`src/rtl/game_state_ctrl.sv`:
```
// game_state_ctrl: top-level game sequencer for Stickman Run.
// Steps once per frame (rising edge of frame_clk / VGA_VS). It gates sprite
// motion, sends the restart pulse to sprites and coins, and keeps the coin
// score and the distance (frames survived) for the current round.
//
// Ports:
//   Clk           in   system clock
//   Reset         in   synchronous, active-high reset
//   frame_clk     in   VGA vertical sync; each rising edge is one frame
//   keycode       in   current USB keycode, 8'h00 = no key
//   coin_hit      in   level, high while the stickman overlaps a coin
//   stickman_dead in   level, high on fall/obstacle collision
//   status        out  one-hot {waiting, playing, win, lose}
//   run_en        out  high only while playing
//   restart       out  one-Clk pulse: sprites/coins reload start positions
//   score         out  coins collected this round
//   distance      out  frames survived this round
//
// state   | meaning
// PREWAIT | waiting for the keyboard to go idle (blocks a held start key)
// WAIT    | title screen, waiting for the start key
// PLAY    | round running
// WIN     | win screen, keyboard ignored until the hold time expires
// LOSE    | lose screen, keyboard ignored until the hold time expires
module game_state_ctrl #(
  parameter logic [7:0] START_KEY   = 8'h2C,
  parameter int         WIN_FRAMES  = 1800,
  parameter int         COIN_GOAL   = 20,
  parameter int         HOLD_FRAMES = 120,
  parameter int         SCORE_W     = 8,
  parameter int         DIST_W      = 12
) (
  input  logic               Clk,
  input  logic               Reset,
  input  logic               frame_clk,
  input  logic [7:0]         keycode,
  input  logic               coin_hit,
  input  logic               stickman_dead,
  output logic [3:0]         status,
  output logic               run_en,
  output logic               restart,
  output logic [SCORE_W-1:0] score,
  output logic [DIST_W-1:0]  distance
);

  localparam int HOLD_W = $clog2(HOLD_FRAMES + 1);

  typedef enum logic [2:0] {
    PREWAIT = 3'd0,
    WAIT    = 3'd1,
    PLAY    = 3'd2,
    WIN     = 3'd3,
    LOSE    = 3'd4
  } state_t;

  state_t             state_q, state_d;
  logic               frame_clk_q;
  logic               coin_q;
  logic               restart_q, restart_d;
  logic [SCORE_W-1:0] score_q, score_d;
  logic [DIST_W-1:0]  distance_q, distance_d;
  logic [HOLD_W-1:0]  hold_cnt_q, hold_cnt_d;

  logic frame_tick;
  logic coin_rise;
  logic score_goal;
  logic dist_goal;
  logic hold_done;

  assign frame_tick = frame_clk & ~frame_clk_q;
  assign coin_rise  = coin_hit & ~coin_q;

  // Compare in 32 bits so goals wider than the counters cannot alias.
  assign score_goal = {{(32-SCORE_W){1'b0}}, score_q} >= 32'(COIN_GOAL);
  assign dist_goal  = ({{(32-DIST_W){1'b0}}, distance_q} + 32'd1) == 32'(WIN_FRAMES);
  assign hold_done  = hold_cnt_q == HOLD_W'(HOLD_FRAMES);

  always_ff @(posedge Clk) begin
    if (Reset) begin
      state_q     <= PREWAIT;
      frame_clk_q <= 1'b0;
      coin_q      <= 1'b0;
      restart_q   <= 1'b0;
      score_q     <= '0;
      distance_q  <= '0;
      hold_cnt_q  <= '0;
    end else begin
      state_q     <= state_d;
      frame_clk_q <= frame_clk;
      coin_q      <= coin_hit;
      restart_q   <= restart_d;
      score_q     <= score_d;
      distance_q  <= distance_d;
      hold_cnt_q  <= hold_cnt_d;
    end
  end

  always_comb begin
    state_d    = state_q;
    restart_d  = 1'b0;
    score_d    = score_q;
    distance_d = distance_q;
    hold_cnt_d = hold_cnt_q;
    unique case (state_q)
      PREWAIT: begin
        if (frame_tick && keycode == 8'h00) state_d = WAIT;
      end
      WAIT: begin
        if (frame_tick && keycode == START_KEY) begin
          state_d    = PLAY;
          restart_d  = 1'b1;
          score_d    = '0;
          distance_d = '0;
        end
      end
      PLAY: begin
        if (coin_rise && score_q != {SCORE_W{1'b1}}) score_d = score_q + SCORE_W'(1);
        if (frame_tick) begin
          if (stickman_dead) begin
            state_d    = LOSE;
            hold_cnt_d = '0;
          end else begin
            if (distance_q != {DIST_W{1'b1}}) distance_d = distance_q + DIST_W'(1);
            // Win check uses the pre-increment score: a coin landing on this
            // same tick wins on the following tick.
            if (score_goal || dist_goal) begin
              state_d    = WIN;
              hold_cnt_d = '0;
            end
          end
        end
      end
      WIN, LOSE: begin
        if (frame_tick) begin
          if (hold_done && keycode == START_KEY) state_d = PREWAIT;
          else if (!hold_done) hold_cnt_d = hold_cnt_q + HOLD_W'(1);
        end
      end
      default: state_d = PREWAIT;
    endcase
  end

  // Decoded straight from the state register; any illegal encoding shows the
  // waiting screen so status stays one-hot.
  always_comb begin
    status = 4'b1000;
    case (state_q)
      PLAY:    status = 4'b0100;
      WIN:     status = 4'b0010;
      LOSE:    status = 4'b0001;
      default: status = 4'b1000;
    endcase
  end

  assign run_en   = state_q == PLAY;
  assign restart  = restart_q;
  assign score    = score_q;
  assign distance = distance_q;

endmodule

```
`config.mk`:
```
export PLATFORM = sky130hd
export DESIGN_NAME = game_state_ctrl
export DESIGN_NICKNAME = d
export VERILOG_FILES = /design/src/rtl/game_state_ctrl.sv
export SDC_FILE = /design/constraint.sdc
export NUM_CORES = 1
export LEC_CHECK = 0
export CAP_MARGIN = 10
export CORE_UTILIZATION = 45
export CTS_CLUSTER_SIZE = 25
export DETAILED_ROUTE_END_ITERATION = 6
export PLACE_DENSITY = 0.81
export SLEW_MARGIN = 40
export SYNTH_ARGS = -nofsm -noshare
export SYNTH_HDL_FRONTEND = slang
export SYNTH_SLANG_ARGS = --single-unit
```
`constraint.sdc`:
```
create_clock -name Clk -period 7.7 [get_ports Clk]
set_input_delay 0.77 -clock Clk [delete_from_list [all_inputs] [get_ports Clk]]
set_output_delay 0.77 -clock Clk [all_outputs]
set_load 0.005 [all_outputs]
```
# After elaboration in Yosys (flattened, before gate mapping)
# Cells that the tools add are included.
dict set report op_classes {
  add_sub_neg 4
  mul 0
  div_mod_pow 0
  magnitude_cmp 1
  n_eq_ne 20
  n_shift 0
  mux 25
  bitwise_logic 5
  reduce_logical 15
}
# operator n
set op_table {}
lappend op_table {{$mux W12} 4}
lappend op_table {{$mux W7} 6}
lappend op_table {{$pmux W12 S2} 1}
lappend op_table {{$mux W3} 7}
lappend op_table {{$mux W8} 2}
lappend op_table {{$pmux W8 S2} 1}
lappend op_table {{$ne A2 B2 Y1 const B} 7}
lappend op_table {{$pmux W7 S2} 1}
lappend op_table {{$add A12 B1 Y13 const B} 1}
lappend op_table {{$eq A13 B11 Y1 const B} 1}
lappend op_table {{$add A12 B1 Y12 const B} 1}
lappend op_table {{$ne A12 B12 Y1 const B} 1}
lappend op_table {{$pmux W3 S4} 1}
lappend op_table {{$pmux W4 S3} 1}
lappend op_table {{$reduce_and A6 Y1} 2}
lappend op_table {{$add A8 B1 Y8 const B} 1}
lappend op_table {{$eq A8 B6 Y1 const B} 1}
lappend op_table {{$ge A8 B5 Y1 const B} 1}
lappend op_table {{$logic_not A8 Y1} 1}
lappend op_table {{$ne A8 B8 Y1 const B} 1}
lappend op_table {{$add A7 B1 Y7 const B} 1}
lappend op_table {{$eq A7 B7 Y1 const B} 1}
lappend op_table {{$eq A3 B2 Y1 const B} 2}
lappend op_table {{$ne A2 B1 Y1 const B} 3}
lappend op_table {{13 further kinds} 21}
dict set report totals {
  regBits 33
  latchBits 0
  ram_bits 0
  romBits 0
  input_bits 13
  out_inout_bits 26
  elab_cells 77
  mem_count 0
}

# Longest topological paths before layout
# Gate-level depths: netlist (run 1).
dict set report logic_depth {
  depth_word 7
  mapped_depth 8
}

# Worst setup path after synthesis (run 1)
# No wires, ideal clock.
dict set report synth_path {
  kind {input-to-reg}
  from {input keycode[1]}
  to {register state_q[0]}
  arrival_time_ps 2556
  slack_ps 5023
  cell_stages 6
  path_buffers 0
  cell_sequence {or4_1 nor4_1 a21boi_0 o21a_1 a211o_1 mux2_4}
}
dict set report synth_via {
  elab_chain_len 4
}
# element line
set synth_rtl {}
lappend synth_rtl {{start: declaration} 36} ;# input logic [7:0] keycode,
lappend synth_rtl {{$eq A8 B6 Y1 or $logic_not A8 Y1 (tied branches)} {109, 135, 106}}
lappend synth_rtl {{$logic_and A1 B1 Y1, on equally long branches} {135, 106, 109}}
lappend synth_rtl {{$ne A2 B2 Y1 (no line)} n/a}
lappend synth_rtl {{$reduce_and A6 Y1 (no line) *} n/a}
lappend synth_rtl {{end signal: assignment} 88} ;# state_q <= state_d;
lappend synth_rtl {{end: declaration} 56} ;# state_t state_q, state_d;
# Every way passes the cells marked *; elsewhere a longest branch is shown, timed or not.
# A chain may end at the register's enable or synchronous reset.

# Worst setup path in the final report (run 1)
dict set report layout_path {
  from {register state_q[1]}
  to {output status[3]}
}
dict set report layout_via {
  elab_chain_len 2
}
# element line
set layout_rtl {}
lappend layout_rtl {{$eq A3 B3 Y1 or $eq A3 B2 Y1 (tied branches)} 147} ;# case (state_q)
lappend layout_rtl {{$pmux W4 S3 *} 147}
lappend layout_rtl {{end: declaration} 39} ;# output logic [3:0] status,
# Marked as above.

==> results.md, run 1 <==
- Final setup skew: between 0.003 and 0.004 ns
- Total power draw: 0.391 mW
- Synthesized net count: ~280
- Top Usage Layer GRT: met2
- H-tree depth: 2
- Slew HR: 0.438
- Pwr Density: around 160 mW/mm²
- Post-synthesis async set-or-reset flop share: 0
- Remaining global-route overflow: 0
- GR Util All Layers: 0.235
- Area delta synth->final: 25.8%
- M1 GR Usage: 0.302
- Initial antenna violation count: 0
- Drt total wl: 4970 µm
- Hold Path Class: register to register
- Via count: roughly 2100
- Crit path max-delay cell type: or3b_2
- Die Y: approximately 70 µm
- Initial DRT Pass Iterations: 4
- FF-to-FF path depth: 7
- WP data arrival: between 2 and 2.5 ns
- Hold-fix buffers, CTS: 0
- Leakage: 0.800 nW
- Worst r2r src: distance[0]$_SDFFE_PP0P_
- Min Clock Period, post-route: 3.26 ns
- Setup crit end kind: primary output
- Num ports: 39
- Buffers on Ports: 38
- Crit Path Category: register to primary output
- WL per Instance: between 10 and 15 µm
- Fin crit share: 0.424
- Worst EP required: slightly below 7 ns
- #FFs+latches synth: 33
- Critical-path cell list: or3b_2 -> inv_1 -> nor2_1 -> clkdlybuf4s50_1
- Worst slack, placed: approximately 4.4 ns
- CTS tree: built
- Die area: 0.00471 mm²
- Share of cells above drive strength 1: 0.0614
- Diode count: 0
- Number of synthesized flops with an enable pin: 0
- Achievable Freq: 306 MHz
- DRT iter0 DRCs: about 110
- Worst skew pair latency: 0.29 ns
- GP Congestion: around 0.85
- # DRC: 0
- Detail-routed via count per cell: 6.08
- Post-CTS sizing: 0
- Status: finished clean
- Longest Clk Path Bufs: 2
- Final Hold Fails: 0
- Mapped cell area: approximately 0.0020 mm²
- Worst setup margin: 4.44 ns
- Post-CTS Setup Bufs: 0
- Worst Max-Slew Pin Slew: around 0.84 ns
- Die X: slightly below 70 µm
- Hold EP: score[1]$_SDFFE_PP0P_
- First-pass GRT wire length: about 8100 µm
- Crit Reg-Reg Endpoint: state_q[1]$_SDFFE_PP0P_
- Seq/Total Area, Yosys: 0.331
- Reg2Reg Setup Slack: 4.85 ns
- Ys Warns: 0
- Mapped Cells: around 260
- Grt met3 use: 0.0576
- CP max FO: 16
- Mean Syn Cell Area: about 7.8 µm²
- Most frequent cells in the layout: clkdlybuf4s50_1, nor2_1, dfxtp_1
- Largest net degree at the start of global routing: 34
- FP Rows: 23
- Core area: roughly 0.0041 mm²
- VDD IR max: approximately 90 µV
- Synth unique cells: 52
- Clock Tree Root: clkbuf_8
- Startpoint types: register
- # nets final: roughly 310
- Vias in the first global route: between 1500 and 2000
- Slew Limit Fails: 0
- Worst Min Path Start: score[1]$_SDFFE_PP0P_
- Family with the most delay on the worst path: buffers and inverters
- Setup Viol. Count Final: 0
- Clock-pin slew on the worst setup and hold paths: about 0.070 ns
- Hold path cells: 2
- CP Buf/Inv Count: 2
- MaxCap Viol Count: 0
- Most common cell after layout, fill and taps aside: clkdlybuf4s50_1
- Met2 Usage GRT: 0.376
- TritonCTS buffer count: 5
- Setup TNS: 0 ns
- Top_reg_cell synth: dfxtp_1
- Antenna viol nets, final: 0
- Dpl hpwl: 3390 µm
- Starting Density: 0.485
- Clk sinks: 33
- RSZ-0062 raised after global routing: false
- Crit path largest cell delay: between 0.6 and 0.7 ns
## area by class of cell
type                       count  area, µm²
inverter                       8       30.0
multi-input combinational    206       1260
timing repair buffer          38        375
sequential                    33        661
clock inverter                 2       37.5
tap                           50       62.6
fill                         388       1610
clock buffer                   6       82.6
## cells by family (layout without fill, tap and decap cells)
group,Yosys count,count (layout),synth area share
AND/OR/NAND/NOR,115,115,0.297
multiplexers,3,3,0.0201
flip-flops,33,33,0.331
XOR/XNOR,1,1,0.00439
adder cells (fa/ha/maj),6,6,0.0376
AO/OA/AOI/OAI,81,81,0.273
buffers and inverters,18,54,0.0370
## power breakdown
part / switching (mW) / internal [mW]
Clock: 0.0687 / 0.105
Sequential: 0.00616 / 0.174
Combinational: 0.0166 / 0.0207
## through the flow
stage               cell area, µm²  utilization  hold WS, ns  cells
floorplan                     2000            -        0.449    257
global placement              2390        0.582        0.492    335
detailed placement            2390        0.581        0.496    335
CTS                           2510        0.610        0.508    343
global route                  2510        0.610        0.534    343
finish                        2510        0.610        0.512    343
## tightest hold or removal path: cells and delay by family, from the launching register on
| kind | cells | cell delay, ns |
|---|---|---|
| simple gates | 1 | 0.07 |
| compound gates | 1 | 0.05 |
| flops | 1 | 0.35 |
## registers in the layout, summed over array words and instances (netlist names)
name and count:
score 8, frame_clk_q 1, state_q 3, hold_cnt_q 7, restart 1, coin_q 1
distance 12
## routing by layer
metal | routed length (µm) | vias up
li1 | - | 1028
met1 | 2360 | 995
met2 | 2290 | 53
met3 | 246 | 8
met4 | 76 | 0
met5 | 0 | -
## how the worst max path moves through the flow
stage	from	to	slack, ns	cells after the start
after floorplan	keycode[1]	state_q[0]$_SDFFE_PP0P_	5.02	6
after global placement	keycode[1]	state_q[0]$_SDFFE_PP0P_	4.49	7
after detailed placement	keycode[1]	state_q[1]$_SDFFE_PP0P_	4.44	7
after CTS	state_q[1]$_SDFFE_PP0P_	status[2]	4.46	3
after global routing	state_q[1]$_SDFFE_PP0P_	status[3]	4.34	4
final	state_q[1]$_SDFFE_PP0P_	status[3]	4.44	4
## synth_stat cells, types with 2 or more instances
library cell,n,area [µm²]
nor3_1,7,35.0
a21oi_1,28,140
nand4_1,5,31.3
nor4_1,3,18.8
nand3_1,15,75.1
a21boi_0,2,15.0
and2_1,4,25.0
nor2b_1,5,31.3
nand3b_1,4,30.0
clkbuf_1,5,18.8
a31oi_1,2,12.5
ha_1,6,75.1
dfxtp_1,33,661
buf_1,2,7.51
nor2_1,35,131
inv_1,8,30.0
a311oi_1,9,78.8
a211oi_1,3,22.5
nor3b_1,4,30.0
nand2_1,19,71.3
o21a_1,2,15.0
mux2_4,2,30.0
buf_2,2,10.0
or3_1,3,18.8
o21ai_0,19,95.1
and3_1,3,18.8
a41oi_1,2,17.5
Power figures use the tool's default switching activity.
==> run 2, diff against run 1 <==
- clock period: 7.7 -> 3.15 ns (I/O delays scaled with it)
==> run 2 against run 1 <==
Effect of this change: global-route usage decreased by 0.72 points; combinational power rose to 2.5 times the previous value; first-iteration DRC count grew 43%; clock power grew 75%; total power rose by 110%; sequential share of layout area increased by 0.11 points; worst setup slack lost 4.0 ns; non-clock buffer count grew 3; sequential power increased by 140%; critical path type is now register to register; highest routed layer unchanged.
==> results.md, run 2 (synthesized netlist as in run 1, its figures left out) <==
- Crit path largest cell delay: 0.44 ns (-0.19 ns)
- Worst path depth: 7 (+3)
- Comb pwr share: 0.113 (+0.018)
- GP Congestion: 0.904 (+6.7%)
- Post-CTS sizing: 0 (unchanged)
- Sw Pwr: 0.210 mW (+130%)
- Remaining global-route overflow: 0 (unchanged)
- M1 WL: 2300 µm (-2.5%)
- WP data arrival: 2.93 ns (+0.44 ns)
- Achievable Freq: between 300 and 400 MHz
- Area delta synth->final: 25.3%
- Routed wl met3: 358 µm (+46%)
- TritonCTS buffer count: 5 (unchanged)
- Vias in the first global route: 1724 (+0.41%)
- Setup Viol. Count Final: 0 (unchanged)
- Diode count: 0 (unchanged)
- Drt total wl: 5160 µm (+3.9%)
- Startpoint types: register
- WL per Instance: 14.9 µm (+3.0%)
- MaxCap Viol Count: 0 (unchanged)
- # DRC: 0 (unchanged)
- Min Clock Period, post-route: 2.76 ns
- Fin crit share: 0.876
- Dpl hpwl: 3660 µm (+7.9%)
- Total power draw: 0.840 mW (+110%)
- Family with the most delay on the worst path: simple AND/OR/NAND/NOR gates
- Core area: 0.00412 mm² (unchanged)
- Clk pwr share: 0.363 (-0.082)
- Clock Tree Root: clkbuf_8
- Critical-path cell list: ha_1 -> nand3_4 -> or3_4 -> a2111oi_4 -> nand4_1 -> a211o_1 -> mux2_4
- Most common cell after layout, fill and taps aside: clkdlybuf4s50_1
- Hold-fix buffers, CTS: 0 (unchanged)
- Worst EP required: 3.32 ns (-3.61 ns)
- Starting Density: 0.485 (unchanged)
- Hold path cells: 1 (-1)
- Max Used Layer: met4
- Worst skew pair latency: 0.28 ns (about the same)
- Crit path max-delay cell type: dfxtp_1
- Via count: 2111 (+1.3%)
- Status: finished clean
- First-pass GRT wire length: 7970 µm (-2.2%)
- Die Y: 68.6 µm (unchanged)
- Switching Share: 0.250 (+0.0159)
- Post-CTS Setup Bufs: 0 (unchanged)
- Largest net degree at the start of global routing: 23 (-32%)
- Buffers on Ports: 38 (unchanged)
- RSZ-0062 raised after global routing: false
- CP max FO: 9 (-7)
- Num ports: 39 (unchanged)
- Crit Path Category: register to register
- FP Rows: 23 (unchanged)
- Internal power: 0.630 mW (+110%)
- Leakage: 0.803 nW (+0.40%)
- Setup TNS: 0 ns (unchanged)
- Final setup skew: 0.00767 ns (+0.00441 ns)
- DRT iter0 DRCs: 162 (+43%)
- Clk sinks: 33 (unchanged)
- Slew Limit Fails: 0 (unchanged)
- # nets final: 314 (+0.96%)
- Pwr Density: 336 mW/mm² (+120%)
- Setup crit end kind: register
- CP Buf/Inv Count: 0 (-2)
- GR Util All Layers: 0.227 (-0.00718)
- Die X: 68.6 µm (unchanged)
- Clock-pin slew on the worst setup and hold paths: 0.07 ns (about the same)
- Max FFs per register: 12 (unchanged)
- Hold Path Class: register to register
- H-tree depth: 2 (unchanged)
- CTS tree: built
- Antenna viol nets, final: 0 (unchanged)
- Slew HR: 0.538 (+0.101)
- Seq pwr share: 0.524 (+0.064)
- Longest Clk Path Bufs: 2 (unchanged)
- Worst Max-Slew Pin Slew: 0.690 ns (-0.152 ns)
- Detail-routed via count per cell: 6.10 (+0.42%)
- Final Hold Fails: 0 (unchanged)
- Initial antenna violation count: 0 (unchanged)
- Initial DRT Pass Iterations: 4 (unchanged)
- Share of cells above drive strength 1: 0.0642 (+0.00276)
- Most frequent cells in the layout: clkdlybuf4s50_1, nor2_1, dfxtp_1
- Met2 wire len: 2410 µm (+5.5%)
- VDD IR max: 171 µV (+87%)
- FF-to-FF path depth: 7 (unchanged)
- Die area: 0.00471 mm² (unchanged)
- Fill count: 377 (-2.8%)
[run 2: path summary, 6_finish.rpt]
path,endpoint,slack [ns],from
worst max-delay path,state_q[0]$_SDFFE_PP0P_,0.39,distance[0]$_SDFFE_PP0P_
worst min-delay path,hold_cnt_q[6]$_SDFFE_PP0P_,0.51,hold_cnt_q[6]$_SDFFE_PP0P_
worst max register to register,state_q[0]$_SDFFE_PP0P_,0.39,distance[0]$_SDFFE_PP0P_
worst min register to register,hold_cnt_q[6]$_SDFFE_PP0P_,0.51,hold_cnt_q[6]$_SDFFE_PP0P_
[run 2: power by group through the flow]
stage	Combinational, mW	Clock (mW)	Sequential (mW)
detailed placement	0.0939	0	0.449
finish	0.0946	0.305	0.440
global route	0.102	0.330	0.442
floorplan	0.0751	0	0.437
CTS	0.0943	0.313	0.440
global placement	0.0916	0	0.449
[run 2: final cells by class]
class,instances,area [µm²],area share
Clock inverter,2,10.0,0.00400
Sequential cell,33,661,0.264
Tap cell,50,62.6,0.0250
Inverter,8,30.0,0.0120
Clock buffer,6,72.6,0.0290
Multi-Input combinational cell,206,1260,0.505
Timing Repair Buffer,41,403,0.161
[run 2: per-stage QoR]
| stage | std cells | cell area, µm² | worst slack (ns) | hold slack (ns) | utilization |
|---|---|---|---|---|---|
| finish | 346 | 2500 | 0.390 | 0.507 | 0.607 |
| global route | 346 | 2500 | 0.280 | 0.526 | 0.607 |
| CTS | 346 | 2500 | 0.419 | 0.503 | 0.607 |
| detailed placement | 338 | 2420 | 0.330 | 0.491 | 0.587 |
| global placement | 338 | 2420 | 0.450 | 0.481 | 0.587 |
| floorplan | 257 | 2000 | 0.611 | 0.443 | - |
[run 2: layer usage]
metal,track usage,up-vias
li1,-,1030
met1,0.282,1000
met2,0.374,73
met3,0.0576,8
met4,0.0911,0
met5,0,-
==> run 3, diff against run 2 <==
- CAP_MARGIN: 10 -> unset
==> results of run 3 <==
Same layout as run 2: the final DEF is identical, and so are final timing and power.
